[src/rtl/datapath_pkg.sv]
// Shared datapath definitions: histogram FSM encoding and the bin geometry
// common to the binning stage and the histogram accumulator.
package datapath_pkg;

    typedef enum logic [1:0] {
        ST_IDLE  = 2'd0,
        ST_ACCUM = 2'd1,
        ST_DUMP  = 2'd2
    } hist_state_e;

    localparam int unsigned HIST_BINS_DEFAULT        = 30;
    localparam int unsigned HIST_COUNT_WIDTH_DEFAULT = 16;
    localparam int unsigned HIST_INDEX_WIDTH         = 8;

endpackage

[src/rtl/hist_bin_counter.sv]
// Single histogram bin: increment, clear and load-one, with priority load > clear > inc.
// Macro HISTOGRAM_ACCUMULATOR_SATURATE_EN selects saturation instead of wrap-around.
module hist_bin_counter #(
    parameter int unsigned p_count_width = 16
) (
    input  logic                     i_clk,
    input  logic                     i_rst,
    input  logic                     inc_i,
    input  logic                     clr_i,
    input  logic                     load_one_i,
    output logic [p_count_width-1:0] count_o
);

    logic [p_count_width-1:0] count_q;
    logic [p_count_width-1:0] count_d;
    logic [p_count_width-1:0] count_inc;

`ifdef HISTOGRAM_ACCUMULATOR_SATURATE_EN
    assign count_inc = (&count_q) ? count_q : count_q + 1'b1;
`else
    assign count_inc = count_q + 1'b1;
`endif

    always_comb begin
        count_d = count_q;
        if (load_one_i) begin
            count_d = {{(p_count_width-1){1'b0}}, 1'b1};
        end else if (clr_i) begin
            count_d = '0;
        end else if (inc_i) begin
            count_d = count_inc;
        end
    end

    always_ff @(posedge i_clk) begin
        if (i_rst) begin
            count_q <= '0;
        end else begin
            count_q <= count_d;
        end
    end

    assign count_o = count_q;

endmodule

[src/rtl/histogram_accumulator.sv]
// Per-frame histogram accumulator: counts bin indices, dumps the completed frame
// on the next start-of-frame. Counter overflow set by HISTOGRAM_ACCUMULATOR_SATURATE_EN.
module histogram_accumulator
    import datapath_pkg::*;
#(
    parameter int unsigned p_bins        = HIST_BINS_DEFAULT,
    parameter int unsigned p_count_width = HIST_COUNT_WIDTH_DEFAULT
) (
    input  logic                        i_clk,
    input  logic                        i_rst,
    input  logic [HIST_INDEX_WIDTH-1:0] data_in,
    input  logic                        valid_in,
    input  logic                        sof_in,
    output logic                        busy_out,
    output logic [p_count_width-1:0]    data_out,
    output logic                        valid_out,
    output logic                        sof_out,
    input  logic                        busy_in
);

    localparam logic [HIST_INDEX_WIDTH-1:0] LAST_IDX = HIST_INDEX_WIDTH'(p_bins - 1);

    hist_state_e                 state_q, state_d;
    logic [HIST_INDEX_WIDTH-1:0] k_q, k_d;
    logic [HIST_INDEX_WIDTH-1:0] pend_q, pend_d;
    logic [p_count_width-1:0]    data_q, data_d;
    logic                        valid_q, valid_d;
    logic                        sof_q, sof_d;

    logic [p_count_width-1:0]    count [p_bins];
    logic [p_bins-1:0]           inc, clr, load;
    logic [p_bins-1:0]           din_hot, k_hot, pend_hot;
    logic [p_count_width-1:0]    count_first, count_next;
    logic [HIST_INDEX_WIDTH-1:0] k_next;
    logic                        accept;

    assign busy_out = (state_q == ST_DUMP);
    assign accept   = valid_in && !busy_out;
    assign k_next   = k_q + 8'd1;

    // Out-of-range indices decode to an all-zero one-hot, so they touch no bin.
    always_comb begin
        din_hot     = '0;
        k_hot       = '0;
        pend_hot    = '0;
        count_first = count[0];
        count_next  = '0;
        for (int i = 0; i < p_bins; i++) begin
            if (data_in == HIST_INDEX_WIDTH'(i)) din_hot[i]  = 1'b1;
            if (k_q     == HIST_INDEX_WIDTH'(i)) k_hot[i]    = 1'b1;
            if (pend_q  == HIST_INDEX_WIDTH'(i)) pend_hot[i] = 1'b1;
            if (k_next  == HIST_INDEX_WIDTH'(i)) count_next  = count[i];
        end
    end

    always_comb begin
        state_d = state_q;
        k_d     = k_q;
        pend_d  = pend_q;
        data_d  = data_q;
        valid_d = valid_q;
        sof_d   = sof_q;
        inc     = '0;
        clr     = '0;
        load    = '0;
        case (state_q)
            ST_IDLE: begin
                if (accept && sof_in) begin
                    inc     = din_hot;
                    state_d = ST_ACCUM;
                end
            end
            ST_ACCUM: begin
                if (accept && sof_in) begin
                    pend_d  = data_in;
                    k_d     = '0;
                    data_d  = count_first;
                    valid_d = 1'b1;
                    sof_d   = 1'b1;
                    state_d = ST_DUMP;
                end else if (accept) begin
                    inc = din_hot;
                end
            end
            ST_DUMP: begin
                if (!busy_in) begin
                    clr   = k_hot;
                    sof_d = 1'b0;
                    if (k_q == LAST_IDX) begin
                        load    = pend_hot;
                        k_d     = '0;
                        data_d  = '0;
                        valid_d = 1'b0;
                        state_d = ST_ACCUM;
                    end else begin
                        k_d    = k_next;
                        data_d = count_next;
                    end
                end
            end
            default: state_d = ST_IDLE;
        endcase
    end

    always_ff @(posedge i_clk) begin
        if (i_rst) begin
            state_q <= ST_IDLE;
            k_q     <= '0;
            pend_q  <= '0;
            data_q  <= '0;
            valid_q <= 1'b0;
            sof_q   <= 1'b0;
        end else begin
            state_q <= state_d;
            k_q     <= k_d;
            pend_q  <= pend_d;
            data_q  <= data_d;
            valid_q <= valid_d;
            sof_q   <= sof_d;
        end
    end

    for (genvar g = 0; g < p_bins; g++) begin : g_bin
        hist_bin_counter #(
            .p_count_width (p_count_width)
        ) u_bin (
            .i_clk      (i_clk),
            .i_rst      (i_rst),
            .inc_i      (inc[g]),
            .clr_i      (clr[g]),
            .load_one_i (load[g]),
            .count_o    (count[g])
        );
    end

    assign data_out  = data_q;
    assign valid_out = valid_q;
    assign sof_out   = sof_q;

endmodule

[config.mk]
export PLATFORM = sky130hd
export DESIGN_NAME = histogram_accumulator
export DESIGN_NICKNAME = d
export VERILOG_FILES = /design/src/rtl/datapath_pkg.sv /design/src/rtl/hist_bin_counter.sv /design/src/rtl/histogram_accumulator.sv
export SDC_FILE = /design/constraint.sdc
export NUM_CORES = 1
export LEC_CHECK = 0
export ABC_AREA = 1
export CAP_MARGIN = 20
export CORE_UTILIZATION = 45
export CTS_BUF_LIST = sky130_fd_sc_hd__clkbuf_8
export DETAILED_ROUTE_END_ITERATION = 10
export PLACE_DENSITY = 0.66
export SLEW_MARGIN = 10
export SYNTH_ARGS = -nofsm -noshare
export SYNTH_HDL_FRONTEND = slang
export SYNTH_SLANG_ARGS = --single-unit
[constraint.sdc]
create_clock -name i_clk -period 4.6 [get_ports i_clk]
set_clock_uncertainty 0.1 [all_clocks]
set_input_delay 0.92 -clock i_clk [delete_from_list [all_inputs] [get_ports i_clk]]
set_output_delay 0.92 -clock i_clk [all_outputs]
set_load 0.02 [all_outputs]
==> impl_metrics.json <==
{
  "port_buffers": 31,
  "clock_latency_ns": 0.71,
  "grt_pass1_vias": 26874,
  "cts_buffers": 91,
  "hold_path.class": "reg -> reg",
  "cts-root-buf": "clkbuf_8",
  "crit_buf_inv": 3,
  "synth_nets": 4566,
  "cp.required_ns": 5.14,
  "dieHeight_um": 255,
  "fin_tns_setup_ns": 0,
  "htree_num_levels": 3,
  "power_density_nw_per_um2": 276,
  "dp_cells": 5407,
  "grt_max_degree": 49,
  "holdBufCountCts": 0,
  "drive_above_1_share_pct": 9.60,
  "grt_usage_pct": 26.8,
  "p_total_mw": 9.14,
  "critPathTopFamily": "simple AND/OR/NAND/NOR gates",
  "routed_wl_um": 87800,
  "worstSetupPathType": "reg -> reg",
  "antenna_found_initial": 3,
  "place.gp.congestion": 0.966,
  "layout_min_cycle_time_ns": 4.47,
  "drv_slew": 0,
  "pre_cts_ws_ns": -0.0331,
  "final_util_pct": 52.4,
  "async_flop_share_pct": 0,
  "vdd_drop_max_mv": 0.209,
  "avgSynthCellArea_um2": 6.37,
  "fin_cells": 5596,
  "area_growth_pct": 15.1,
  "grt_pass1_wl_um": 140000,
  "cts.path.max_buffers": 3,
  "final_area_um2": 33100,
  "max_freq_ghz": 0.224,
  "synth_edf_count": 0,
  "crit_path_max_incr_delay_ns": 0.38,
  "ys_types": 59,
  "worstSetupStartpointType": "flop",
  "run_status": "finished clean",
  "io_pins": 32,
  "synth_flop_cell": "dfxtp_1",
  "place_hpwl_um": 67400,
  "synth_seq_area_share_pct": 35.9,
  "max_slew_margin_pct": 29.3,
  "die_area_um2": 65000,
  "syn_inst": 4517,
  "clock_sinks": 516,
  "setup_viol": 0,
  "nNetsFinal": 4727,
  "hold_viol": 0,
  "dpl_cell_area_um2": 30600,
  "synth-seq-cells": 516,
  "num_rows": 92,
  "maxCapViolCount": 0,
  "globalRouteOverflowTotal": 0,
  "postRouteAntennaNets": 0,
  "fin_crit_sh_pct": 97.1,
  "post_drt_via_cell_ratio": 5.31,
  "ys_warn_count": 0,
  "layout_common_cells": "975 x nand2_1, 692 x inv_1, 530 x a21oi_1",
  "tritoncts": "built",
  "initial_core_util_pct": 45.6,
  "die_w_um": 255,
  "max_slew.worst_pin.slew_ns": 1.06,
  "drt_iter0_markers": 2436,
  "crit_slowest_cell": "dfxtp_4",
  "crit_path_frequent_cell": "nand2_1",
  "crit_path_end_kind": "flop",
  "wire_per_inst_um": 15.7,
  "vias": 29703,
  "rsz0062_at_grt": "true",
  "core_area_um2": 63200,
  "clkTransAtPathRegs_ns": 0.06,
  "layout_commonest_cell": "nand2_1",
  "setup_slack_ns": 0.134,
  "leakage_nw": 12.4,
  "fillers": 6396,
  "drc_errors": 0,
  "netlist_area_um2": 28800,
  "cp.arrival_ns": 5.00,
  "holdWs_ns": 0.353,
  "first_pass_iters": 7,
  "critPathMaxFanout": 8
}
## routing by layer
layer | wire, um | GRT usage, % | share of wire (%)
met5 | 21 | 0 | 0.024
met4 | 2800 | 9.51 | 3.2
met3 | 5910 | 4.36 | 6.7
met2 | 38600 | 42.5 | 44
met1 | 40500 | 36.6 | 46
## repair_timing
| action | in CTS | in global routing |
|---|---|---|
| pin swaps | 0 | 65 |
| hold endpoints to repair | 0 | 0 |
| cloned | 0 | 2 |
| endpoints found under the setup margin | 2 | 16 |
| gates resized for setup | 1 | 129 |
| buffers inserted | 0 | 21 |
## sequential cells by signal, summed over array words and instances, names as in the netlist
name / cells
g_bin.u_bin.count_o: 480
sof_out: 1
state_q: 2
pend_q: 8
valid_out: 1
data_out: 16
k_q: 8
## Yosys cell counts (all sizes together), types with 36 or more instances
cell	n	area share (%)
nand3	294	5.2
nand2	1012	13
nand4	100	2.2
buf	44	0.95
a21oi	540	9.5
nor2	498	6.9
ha	36	1.6
nor4	47	1.1
nor3	205	3.7
clkbuf	58	0.76
nor3b	39	1.0
o21ai	270	4.7
inv	675	8.8
dfxtp	516	36
## power by group
part | total, mW | internal (mW) | switching [mW]
clock | 4.33 | 2.34 | 1.99
combinational | 0.317 | 0.0901 | 0.227
sequential | 4.49 | 4.48 | 0.0128
## worst paths after layout
| path | startpoint | endpoint | slack (ns) | depth (start not counted) |
|---|---|---|---|---|
| setup reg to reg | k_q[1] | data_out[9] | 0.13 | 39 |
| setup / recovery | k_q[1] | data_out[9] | 0.13 | 39 |
| hold / removal | g_bin[11].u_bin.count_o[15] | g_bin[11].u_bin.count_o[15] | 0.35 | 1 |
| hold reg to reg | g_bin[11].u_bin.count_o[15] | g_bin[11].u_bin.count_o[15] | 0.35 | 1 |
## cells by family (layout without fill, tap and decap cells)
| logic type | Yosys count | after routing | share of synthesized area, % |
|---|---|---|---|
| and+or+nand+nor | 2224 | 2226 | 34.0 |
| AOI/OAI and AO/OA | 927 | 927 | 17.2 |
| buffers and inverters | 792 | 1022 | 10.7 |
| DFF | 516 | 516 | 35.9 |
| adders and majority gates | 36 | 36 | 1.56 |
| xor gates and xnor gates | 21 | 21 | 0.665 |
| muxes | 1 | 1 | 0.0348 |
| other | 0 | 1 | 0 |
## layout make-up
| type | instances | area, um^2 | area share, % |
|---|---|---|---|
| antenna | 1 | 2.50 | 0.00756 |
| timing repair buffer | 168 | 1390 | 4.20 |
| inverter | 690 | 2600 | 7.84 |
| tap | 846 | 1060 | 3.20 |
| multi-input combinational | 3211 | 15900 | 48.0 |
| sequential | 516 | 10300 | 31.2 |
| clock inverter | 50 | 274 | 0.827 |
| clock buffer | 114 | 1570 | 4.74 |
No activity file was read; power rests on OpenSTA's default activity.
